File: src/rtl/triloc_pkg.sv
// Purpose: shared widths, FSM states and step count for the trilateration select stage.
// Latency: n/a (declarations only).
// Backpressure: n/a.
package triloc_pkg;

    // Anchor coordinate width; candidates are N+2 signed, radius N+1 unsigned.
    localparam int N         = 8;
    localparam int CW        = N + 2;      // candidate coordinate width
    localparam int DW        = N + 3;      // signed difference width
    localparam int QW        = 2 * N + 4;  // unsigned square width
    localparam int SW        = 2 * N + 5;  // distance-sum / residual width
    localparam int MUL_STEPS = 5;          // dx1^2, dy1^2, dx2^2, dy2^2, rM^2

    typedef enum logic [1:0] {
        IDLE = 2'd0,
        MUL  = 2'd1,
        CMP  = 2'd2,
        OUT  = 2'd3
    } state_t;

endpackage

File: src/rtl/intersection_select_seq_sq_mul_shared.sv
// Purpose: registered signed squarer shared across all multiply steps.
// Latency: 1 cycle, operand presented before edge, square valid after it.
// Backpressure: none; loads a new square every cycle.
module sq_mul_shared
    import triloc_pkg::*;
(
    input  logic                 clk,
    input  logic                 rst,
    input  logic signed [DW-1:0] i_op,
    output logic        [QW-1:0] o_sq
);

    logic signed [QW-1:0] w_op_ext;
    logic signed [QW-1:0] w_sq;
    logic        [QW-1:0] r_sq;

    // The true square of a DW operand fits in QW bits, so a QW-wide product is exact.
    assign w_op_ext = QW'(i_op);
    assign w_sq     = w_op_ext * w_op_ext;
    assign o_sq     = r_sq;

    // Square register; the result is always non-negative.
    always_ff @(posedge clk) begin
        if (rst) begin
            r_sq <= '0;
        end else begin
            r_sq <= w_sq;
        end
    end

endmodule

File: src/rtl/intersection_select_seq.sv
// Purpose: pick the intersection candidate whose distance to anchor M best matches rM, report residual/fit.
// Latency: accept at edge T, result valid after edge T+6; one bundle in flight, 8-cycle peak period.
// Backpressure: out_ready low holds the result and keeps in_ready low indefinitely.
module intersection_select_seq
    import triloc_pkg::*;
#(
    parameter int unsigned TOL = 64
)
(
    input  logic                 clk,
    input  logic                 rst,
    input  logic                 in_valid,
    output logic                 in_ready,
    input  logic signed [CW-1:0] x1P,
    input  logic signed [CW-1:0] y1P,
    input  logic signed [CW-1:0] x2P,
    input  logic signed [CW-1:0] y2P,
    input  logic signed [N-1:0]  xM,
    input  logic signed [N-1:0]  yM,
    input  logic        [N:0]    rM,
    output logic                 out_valid,
    input  logic                 out_ready,
    output logic signed [CW-1:0] xP,
    output logic signed [CW-1:0] yP,
    output logic                 out_sel,
    output logic        [SW-1:0] out_err,
    output logic                 out_tie,
    output logic                 out_fit
);

    localparam logic [SW-1:0] TOL_V    = SW'(TOL);
    localparam logic [2:0]    CNT_LAST = 3'(MUL_STEPS - 1);

    state_t r_state, w_state_nxt;
    logic [2:0] r_cnt, w_cnt_nxt;

    logic signed [CW-1:0] r_x1, r_y1, r_x2, r_y2;
    logic signed [N-1:0]  r_xm, r_ym;
    logic        [N:0]    r_rm;

    logic        [QW-1:0] r_sq_dx1, r_sq_dy1, r_sq_dx2, r_sq_dy2;
    logic signed [DW-1:0] w_op;
    logic        [QW-1:0] w_sq;

    logic [SW-1:0] w_d1, w_d2, w_r2, w_e1, w_e2;
    logic          w_sel;
    logic          w_accept;

    assign in_ready  = (r_state == IDLE);
    assign out_valid = (r_state == OUT);
    assign w_accept  = in_valid && in_ready;

    // State and multiply-step counter register.
    always_ff @(posedge clk) begin
        if (rst) begin
            r_state <= IDLE;
            r_cnt   <= '0;
        end else begin
            r_state <= w_state_nxt;
            r_cnt   <= w_cnt_nxt;
        end
    end

    // Next-state logic: IDLE -> MUL (5 steps) -> CMP -> OUT -> IDLE.
    always_comb begin
        w_state_nxt = r_state;
        w_cnt_nxt   = r_cnt;
        case (r_state)
            IDLE: begin
                if (in_valid) begin
                    w_state_nxt = MUL;
                    w_cnt_nxt   = '0;
                end
            end
            MUL: begin
                if (r_cnt == CNT_LAST) begin
                    w_state_nxt = CMP;
                    w_cnt_nxt   = '0;
                end else begin
                    w_cnt_nxt = r_cnt + 3'd1;
                end
            end
            CMP:     w_state_nxt = OUT;
            OUT: begin
                if (out_ready) begin
                    w_state_nxt = IDLE;
                end
            end
            default: w_state_nxt = IDLE;
        endcase
    end

    // Capture the whole input bundle on accept; inputs are ignored afterwards.
    always_ff @(posedge clk) begin
        if (rst) begin
            r_x1 <= '0;
            r_y1 <= '0;
            r_x2 <= '0;
            r_y2 <= '0;
            r_xm <= '0;
            r_ym <= '0;
            r_rm <= '0;
        end else if (w_accept) begin
            r_x1 <= x1P;
            r_y1 <= y1P;
            r_x2 <= x2P;
            r_y2 <= y2P;
            r_xm <= xM;
            r_ym <= yM;
            r_rm <= rM;
        end
    end

    // Squarer operand mux: step k selects the k-th term; rM is zero-extended as it is unsigned.
    always_comb begin
        w_op = '0;
        case (r_cnt)
            3'd0:    w_op = DW'(r_x1) - DW'(r_xm);
            3'd1:    w_op = DW'(r_y1) - DW'(r_ym);
            3'd2:    w_op = DW'(r_x2) - DW'(r_xm);
            3'd3:    w_op = DW'(r_y2) - DW'(r_ym);
            default: w_op = signed'({{(DW-N-1){1'b0}}, r_rm});
        endcase
    end

    sq_mul_shared u_sq (
        .clk  (clk),
        .rst  (rst),
        .i_op (w_op),
        .o_sq (w_sq)
    );

    // The squarer output lags the operand by one edge, so step k stores square k-1.
    // The last square (rM^2) is consumed straight from the squarer during CMP.
    always_ff @(posedge clk) begin
        if (rst) begin
            r_sq_dx1 <= '0;
            r_sq_dy1 <= '0;
            r_sq_dx2 <= '0;
            r_sq_dy2 <= '0;
        end else if (r_state == MUL) begin
            case (r_cnt)
                3'd1:    r_sq_dx1 <= w_sq;
                3'd2:    r_sq_dy1 <= w_sq;
                3'd3:    r_sq_dx2 <= w_sq;
                3'd4:    r_sq_dy2 <= w_sq;
                default: ;
            endcase
        end
    end

    // Residuals |d - rM^2| for both candidates; all terms fit SW bits unsigned.
    always_comb begin
        w_d1  = SW'(r_sq_dx1) + SW'(r_sq_dy1);
        w_d2  = SW'(r_sq_dx2) + SW'(r_sq_dy2);
        w_r2  = SW'(w_sq);
        w_e1  = (w_d1 >= w_r2) ? (w_d1 - w_r2) : (w_r2 - w_d1);
        w_e2  = (w_d2 >= w_r2) ? (w_d2 - w_r2) : (w_r2 - w_d2);
        w_sel = (w_e2 < w_e1);
    end

    // Result registers, loaded in CMP and held through OUT; a tie keeps candidate 1.
    always_ff @(posedge clk) begin
        if (rst) begin
            xP      <= '0;
            yP      <= '0;
            out_sel <= 1'b0;
            out_err <= '0;
            out_tie <= 1'b0;
            out_fit <= 1'b0;
        end else if (r_state == CMP) begin
            xP      <= w_sel ? r_x2 : r_x1;
            yP      <= w_sel ? r_y2 : r_y1;
            out_sel <= w_sel;
            out_err <= w_sel ? w_e2 : w_e1;
            out_tie <= (w_e1 == w_e2);
            out_fit <= (w_sel ? w_e2 : w_e1) <= TOL_V;
        end
    end

endmodule
File: config.mk
export PLATFORM = sky130hd
export DESIGN_NAME = intersection_select_seq
export DESIGN_NICKNAME = d
export VERILOG_FILES = /design/src/rtl/triloc_pkg.sv /design/src/rtl/intersection_select_seq_sq_mul_shared.sv /design/src/rtl/intersection_select_seq.sv
export SDC_FILE = /design/constraint.sdc
export NUM_CORES = 1
export LEC_CHECK = 0
export ABC_AREA = 1
export CAP_MARGIN = 10
export CORE_MARGIN = 10
export CORE_UTILIZATION = 63
export DETAILED_ROUTE_END_ITERATION = 8
export MAX_ROUTING_LAYER = met4
export PLACE_DENSITY = 0.82
export SKIP_CTS_REPAIR_TIMING = 1
export SLEW_MARGIN = 20
export SYNTH_ARGS = -nofsm -noshare
export SYNTH_HDL_FRONTEND = slang
export SYNTH_HIERARCHICAL = 1
export SYNTH_SLANG_ARGS = --single-unit
export TNS_END_PERCENT = 5
File: constraint.sdc
create_clock -name clk -period 9.79 [get_ports clk]
set_input_delay 1.958 -clock clk [delete_from_list [all_inputs] [get_ports clk]]
set_output_delay 1.958 -clock clk [all_outputs]
set_load 0.03 [all_outputs]
======== Word level (Yosys, flattened, before mapping) ========
Cells that the tools add are included.
operators by class
  $add $sub $neg .......................... 11
  multiply operators ...................... 1
  $lt $le $gt $ge ......................... 4
  equality and inequality tests ........... 11
  multiplexer cells ....................... 13
  reductions and logical operators ........ 10
operators with widths
  kind                                                  number
  two-way mux 21 bit                                    3
  one-hot mux 11 bit (4 select lines)                   1
  subtractor 10 x 8 -> 11 bit                           4
  adder 20 x 20 -> 21 bit                               2
  greater-or-equal comparator 21 x 20 -> 1 bit          2
  subtractor 20 x 21 -> 21 bit                          2
  subtractor 21 x 20 -> 21 bit                          2
  == test 21 bit                                        1
  <= comparator 21 x 7 -> 1 bit, second input constant  1
  < comparator 21 bit                                   1
  multiplier 11 x 11 -> 20 bit                          1
  two-way mux 10 bit                                    2
  AND reduction 2 bit                                   5
  one-hot mux 2 bit (4 select lines)                    1
  == test 3 x 2 -> 1 bit, second input constant         2
  two-way mux 2 bit                                     3
  two-way mux 3 bit                                     2
  one-hot mux 3 bit (2 select lines)                    1
  == test 2 bit, second input constant                  2
  != test 2 bit, second input constant                  2
  adder 3 x 1 -> 3 bit, second input constant           1
  == test 3 x 1 -> 1 bit, second input constant         1
  == test 3 bit, second input constant                  1
  logical NOT 3 bit                                     1
  6 further kinds                                       6
storage, ports and cells
  bits in registers ....................... 214
  output and inout bits ................... 46

======== Depth between registers and ports, before layout ========
Gate-level depths: netlist of the first run.
  word-level depth ........................ 6
  mapped depth ............................ 45
  mapped depth without buffers ............ 45

======== By module ========
The synthesis of the first run kept the hierarchy.
modules (own cells, without submodules)
  module                   instances  cells each  area each (um^2)  seq. area each (um^2)
  intersection_select_seq  1          2,731       16,943.8          3,883.7
  sq_mul_shared            1          571         4,524.3           380.4

======== Least setup slack after synthesis of the first run ========
Ideal clock, no wire load.
  path type ............................... register to register
  from .................................... reg r_cnt[1]
  to ...................................... reg u_sq.r_sq[19] (netlist: u_sq/o_sq[19])
  arrival ................................. 6.968 ns
  required time ........................... 9.675 ns
  path slack .............................. 2.707 ns
  stages on the path, launching flop included .. 39
  buffers on the path ..................... 2
  period minus slack after synthesis ...... 7.083 ns
  cells stage by stage .................... dfxtp_1 -> ha_1 -> ha_1 -> clkbuf_1 -> nor2_1 -> a21oi_1 -> ha_1 -> fa_1 -> nor2_1 -> o21ai_0 -> nand2_1 -> nand2_1 -> inv_1 -> or2_2 -> a21oi_1 -> or2_2 -> nand2_1 -> nand2_1 -> (+3 left out) -> o211ai_1 -> clkbuf_1 -> nand2_1 -> fa_1 -> inv_1 -> fa_1 -> fa_1 -> fa_1 -> fa_1 -> ha_1 -> nand2_1 -> nor3_1 -> and2_1 -> nand2_1 -> nand2_1 -> nand3_1 -> nand2_1 -> nor2_1
on the way
  word-level cells in the longest chain between the ends .. 3
  elaborated cells between the ends (all ways) .. 6
  those cells by class .................... 1 x mul; 3 x eq/ne; 1 x mux; 1 x reduce/logical
ends and longest elaborated chain
  item                                                  line                                         RTL
  start: declaration                                    intersection_select_seq.sv:35                logic [2:0] r_cnt, w_cnt_nxt;
  start signal: assignment                              intersection_select_seq.sv:60                r_cnt <= w_cnt_nxt;
  == test 3 x 2 -> 1 bit, or another cell as far along  intersection_select_seq.sv:117               case (r_cnt)
  one-hot mux 11 bit (4 select lines) (*)               intersection_select_seq.sv:117
  named net w_op[10]                                    intersection_select_seq.sv:42                logic signed [DW-1:0] w_op;
  multiplier 11 x 11 -> 20 bit (*)                      intersection_select_seq_sq_mul_shared.sv:19  assign w_sq = w_op_ext * w_op_ext;
  end signal: assignment                                intersection_select_seq_sq_mul_shared.sv:27  r_sq <= w_sq;
  end: declaration                                      intersection_select_seq_sq_mul_shared.sv:15  logic [QW-1:0] r_sq;
The timed path passes the listed nets; every way through them passes the cells marked *.
A chain may end at the register's enable or synchronous reset.

======== Final worst setup path of the first run ========
  from .................................... reg r_cnt[1]
  to ...................................... reg u_sq.r_sq[17] (netlist: u_sq/o_sq[17])
The elaborated chain is that of the path after synthesis.

==> out/results.ini, run 1 <==
[synthesis]
async_reset_ff_share_pct=0
postSynthAreaPerCell_sq_um=6.502
syn_nets=3687
ys_seq_area_share_pct=19.86
syn_area_sq_um=21470
ys_ff_latch=213
synth.distinct_cells=55
postSynthCellCount=3302
synth_edf_count=0
ys_warn_count=6
ys.flop_type=dfxtp_1

[route]
first_iter_violations=1671
route.met3.wl_um=4234
dr_wl_met2_um=32560
vias_per_cell=5.661
vias=21600
top_layer_used=met4
remaining_drc_errors=0
ant_nets=0
wl_met1_um=27080
dr.pass1.iters=5
wl_um=68080
wire_per_inst_um=17.84

[grt]
overflow=0
grt_antenna_before_repair=0
grt_max_degree=127
first_global_vias=20920
grt_pass1_wl_um=107800
track_usage_pct=32.59

[floorplanning]
die_height_um=204.6
initial_utilization_pct=63.86
io_pins=115
dieArea_sq_um=41860
die_w_um=204.6
design.core.area_sq_um=33620
rows=67

[setup_path]
path_class=reg2reg
path_delay_family=adder cells
path_max_fanout=22
cp_common_cell=nand2_1
cp-start-kind=register
cpPeakStageDelay_ns=0.61
critPathBufInv=6
ff2ff_setup_slack_ns=1.82
worst_setup_path_end_kind=register
critPathSlowestCell=ha_1
arrival_ns=8.41
critical_path_required_ns=10.23

[placement]
place_inst=3771
numPortBuffers=114
post-dp-hpwl_um=53950
gp_congestion=1.004

[worst_hold_path]
hp-class=reg2reg

[final_layout]
n_fill_cell=2883
drive_gt1_share_pct=4.276
area_growth_syn_to_layout_pct=9.727
antennaDiodeCount=0
fin_cells=3816
fin_nets=3735
fin_util_pct=70.07

[timing]
slew_violations=0
worst_pin_slew_ns=1.153
skew_ns=0.01712
hold_viol=0
setup-violations-final=0
period_minus_slack_ns=7.967
finalSetupTns_ns=0
max-slew-margin-rel_pct=22.82
fmax_ghz=0.1255
rsz0062_at_grt=false
min_period_over_period_pct=81.38

[run]
maxCapViolations=0

[run_status]
status=finished, final reports clean

[cts]
clockBufferDepth=3
cts_tree=yes
clk_latency_ns=0.56
cts_inserted_buffers=25
clkSinkCount=213
cts.clk_slew.worst_paths_ns=0.06
cts-root-buf=clkbuf_16
htreeDepth=1

==> tightest hold or removal path: stages, from the launching register on <==
cell and delay, ns:
dfxtp_1 0.31, inv_1 0.05, a21oi_1 0.05
==> cells by family after synthesis <==
kind of cell               after synthesis  share of synthesized area, %
DFF                                    213                         19.86
AOI/OAI and AO/OA                      539                         13.50
muxes                                    1                       0.05245
buffers and inverters                  703                         12.86
adders and majority gates              316                         21.98
other                                    1                       0.01747
xor gates and xnor gates                78                         3.182
and+or+nand+nor                       1451                         28.54
==> per-layer routing <==
metal | vias up | GRT usage (%)
met5 | - | -
met4 | 0 | 17.56
met3 | 228 | 3.443
met2 | 831 | 54.28
met1 | 10110 | 38.10
li1 | 10430 | -
==> layout by cell type (no fill, tap or decap), types with 6 or more instances in the layout <==
master / netlist / final
nor2_1: 206 / 205
clkinv_2: 0 / 7
o21bai_1: 14 / 14
nand3_2: 8 / 8
o21ai_1: 12 / 12
xor2_1: 50 / 50
nand2_1: 922 / 921
inv_1: 584 / 583
and2_1: 8 / 8
ha_1: 214 / 214
nor2_4: 8 / 8
clkbuf_1: 76 / 6
a21oi_1: 258 / 258
o21ai_0: 187 / 187
clkbuf_16: 0 / 25
dfxtp_1: 213 / 213
o211ai_1: 20 / 20
fa_1: 102 / 102
or2_2: 7 / 7
nand3_1: 195 / 195
nor2_2: 10 / 11
buf_4: 5 / 17
nand3b_1: 13 / 13
nand2_2: 27 / 28
xnor2_1: 28 / 28
nor3_1: 15 / 15
clkdlybuf4s50_1: 0 / 113
nand4_1: 19 / 19
a31oi_1: 21 / 21
==> metrics by stage <==
| step | setup slack [ns] | hold WS, ns | area (sq um) |
|---|---|---|---|
| after floorplan | 2.707 | 0.4280 | 21470 |
| after global placement | 2.258 | 0.4377 | 22770 |
| after detailed placement | 1.922 | 0.4415 | 22770 |
| after CTS | 1.898 | 0.4524 | 23550 |
| after global routing | 1.193 | 0.4707 | 23560 |
| final | 1.823 | 0.4529 | 23560 |
==> cells in the mapped netlist (4+ instances only) <==
master,n,area (sq um)
buf_4,5,37.54
nor2_2,10,62.56
nor4_1,4,25.02
xnor2_1,28,245.2
buf_1,6,22.52
nand3_1,195,975.9
nor2_1,206,773.2
or2_2,7,43.79
o21bai_1,14,105.1
nand3_2,8,80.08
buf_6,7,78.83
dfxtp_1,213,4264
xor2_1,50,437.9
o21ai_0,187,935.9
and2_1,8,50.05
nand2_4,5,56.30
nand2_2,27,168.9
o221ai_1,5,43.79
a31oi_1,21,131.4
o211ai_1,20,150.1
buf_2,14,70.07
nand2_1,922,3461
a21boi_0,5,37.54
a21oi_1,258,1291
nor3_1,15,75.07
clkbuf_1,76,285.3
ha_1,214,2678
nand4_1,19,118.9
o21ai_1,12,60.06
inv_1,584,2192
nor2_4,8,90.09
nand3b_1,13,97.59
fa_1,102,2042
clkinv_1,4,15.01
==> path summary, 6_finish.rpt <==
| check | end | cells after the start | startpoint |
|---|---|---|---|
| setup / recovery | u_sq/o_sq[17] | 39 | r_cnt[1] |
| hold / removal | r_sq_dx1[6] | 2 | r_sq_dx1[6] |
| setup reg to reg | u_sq/o_sq[17] | 39 | r_cnt[1] |
| hold reg to reg | r_sq_dx1[6] | 2 | r_sq_dx1[6] |
==> sequential cells by signal, summed over array words and instances, names as in the netlist, 9 cells and up <==
name,cells
r_x1,10
out_err,21
r_rm,9
r_sq_dy1,20
xP,10
r_y2,10
r_x2,10
u_sq/o_sq,19
r_sq_dx2,20
r_sq_dy2,20
r_sq_dx1,20
r_y1,10
yP,10
==> cell type report <==
| cell class | count | area, sq um | share of cell area, % |
|---|---|---|---|
| repair buffers | 132 | 1275 | 5.412 |
| well taps | 448 | 560.5 | 2.380 |
| inverters | 592 | 2225 | 9.444 |
| multi-input cells | 2386 | 14450 | 61.36 |
| flip-flops and latches | 213 | 4264 | 18.10 |
| clock inverters | 13 | 116.4 | 0.4940 |
| clock buffers | 32 | 661.9 | 2.810 |
Power of run 1 is left out: the tool's default activity adds up to more than one toggle a clock period on the data nets, which glitch-free logic cannot reach.
==> inputs of run 2 (changes only) <==
--- a/config.mk
+++ b/config.mk
@@ -8,10 +8,10 @@
 export ABC_AREA = 1
 export CAP_MARGIN = 10
 export CORE_MARGIN = 10
-export CORE_UTILIZATION = 63
+export CORE_UTILIZATION = 56
 export DETAILED_ROUTE_END_ITERATION = 8
 export MAX_ROUTING_LAYER = met4
-export PLACE_DENSITY = 0.82
+export PLACE_DENSITY = 0.77
 export SKIP_CTS_REPAIR_TIMING = 1
 export SLEW_MARGIN = 20
 export SYNTH_ARGS = -nofsm -noshare
==> constraint.sdc (replaced) <==
create_clock -name clk -period 6.94 [get_ports clk]
set_input_delay 1.388 -clock clk [delete_from_list [all_inputs] [get_ports clk]]
set_output_delay 1.388 -clock clk [all_outputs]
set_load 0.03 [all_outputs]
==> run 2 against run 1 <==
  * The flow now finishes with violations (setup timing)
  * Die area is 11% higher
  * Register-to-register slack got worse by 1.9 ns
  * Utilization down 4.3 points
  * Routed wire length rose by 3.7%
  * Global-route usage is 3.1 points lower
  * Via count is 1.4% higher
  * Design area rose by 5.4%
  * Worst hold slack better by 0.0016 ns
  * Fmax grew 13%
  * Setup slack got worse by 1.9 ns
  * Clock skew up 0.034 ns
==> out/results.ini, run 2 (same netlist as run 1, synthesis figures left out) <==
[route]
dr.pass1.iters=5
remaining_drc_errors=0
first_iter_violations=1613
vias_per_cell=5.499
wl_um=70620
vias=21910
wire_per_inst_um=17.73
ant_nets=0

[setup_path]
path_class=reg2reg
ff2ff_setup_slack_ns=-0.12
path_max_fanout=8
critPathSlowestCell=fa_1
critical_path_required_ns=7.36
cpPeakStageDelay_ns=0.58
cp-start-kind=register
cp_common_cell=nand2_1
r2r_cells=40
r2r-end=u_sq/o_sq[19]
arrival_ns=7.48
worst_setup_path_end_kind=register
reg2reg_from=r_cnt[0]

[grt]
grt_pass1_wl_um=109300
track_usage_pct=29.45
first_global_vias=21090
grt_max_degree=80
overflow=0
grt_antenna_before_repair=0

[cts]
cts.clk_slew.worst_paths_ns=0.06
clockBufferDepth=3
clk_latency_ns=0.57
htreeDepth=1
cts_tree=yes
cts-root-buf=clkbuf_16
clkSinkCount=213
cts_inserted_buffers=25

[placement]
place_inst=3925
numPortBuffers=114
post-dp-hpwl_um=56430
gp_congestion=1.034

[final_layout]
largest_reg_flops=21
fin_nets=3840
drive_gt1_share_pct=9.272
antennaDiodeCount=0
largest-register=out_err
fin_cells=3984
area_growth_syn_to_layout_pct=15.70
layout_common_cells=nand2_1 (916), inv_1 (568), a21oi_1 (246), dfxtp_1 (211), nor2_1 (197)
fin_util_pct=65.79
final_common_cell=nand2_1

[floorplanning]
dieArea_sq_um=46570
initial_utilization_pct=56.86
die_w_um=215.8
rows=71
design.core.area_sq_um=37760
die_height_um=215.8
io_pins=115

[worst_hold_path]
min_from=r_sq_dx1[9]
hold_depth=2
hp-class=reg2reg
hold_path_end=r_sq_dx1[9]

[timing]
max-slew-margin-rel_pct=25.00
period_minus_slack_ns=7.059
min_period_over_period_pct=101.7
slew_violations=0
fmax_ghz=0.1417
fin_ws_ns=-0.1190
worst_pin_slew_ns=1.124
setup-violations-final=5
hold_viol=0
rsz0062_at_grt=true
skew_ns=0.05162

[run]
maxCapViolations=0

[run_status]
status=complete, but fails checks
violations=setup timing

## run 2: cell count changes in the layout (fill, tap and decap cells not counted), moves of 7 or more
cell / delta
a21oi_1: -12
inv_1: -15
nor2_1: -8
buf_4: +96
ha_1: -18
inv_2: +11
o21ai_1: +10
fa_2: +7
a21oi_2: +12
fa_1: -7
o21ai_0: -15
ha_4: +13
## run 2: worst max-delay path by stage
stage | start | to | slack (ns)
2_1_floorplan | r_cnt[0] | u_sq/o_sq[19] | 0.002
3_3_place_gp | r_cnt[0] | u_sq/o_sq[17] | -0.21
3_5_place_dp | r_cnt[0] | u_sq/o_sq[19] | -0.36
4_1_cts | r_cnt[1] | u_sq/o_sq[17] | -0.49
5_1_grt | r_cnt[0] | u_sq/o_sq[17] | -0.51
6_report | r_cnt[0] | u_sq/o_sq[19] | -0.12
## run 2: routing by layer
| layer | share of wire (%) | track usage, % |
|---|---|---|
| met1 | 40 | 33.80 |
| met2 | 50 | 52.21 |
| met3 | 4.8 | 2.392 |
| met4 | 4.5 | 11.88 |
| met5 | 0 | - |
## run 2: per-stage QoR
step	setup TNS [ns]	setup WS, ns	cell area, sq um	hold slack (ns)
final	-0.3617	-0.1190	24840	0.4544
after global routing	-3.844	-0.5149	24840	0.4732
after CTS	-3.794	-0.4947	24360	0.4531
after global placement	-0.9749	-0.2077	23570	0.4377
after detailed placement	-2.649	-0.3626	23570	0.4438
after floorplan	0	0.001844	21470	0.4280
## run 2: final cells by class
class / count / area, sq um
Multi-Input combinational cell: 2386 / 14790
Timing Repair Buffer: 237 / 2117
Fill cell: 3421 / 12920
Clock inverter: 9 / 73.82
Inverter: 592 / 2231
Clock buffer: 36 / 716.9
Tap cell: 511 / 639.4
Sequential cell: 213 / 4267
## run 2: critical path, delay by kind of cell (launching register included)
kind	cells	cell delay, ns
adders and majority gates	10	3.86
and+or+nand+nor	19	1.77
buffers and inverters	7	0.69
DFF	1	0.34
AOI/OAI and AO/OA	4	0.25
Power of run 2 is left out for the same reason.
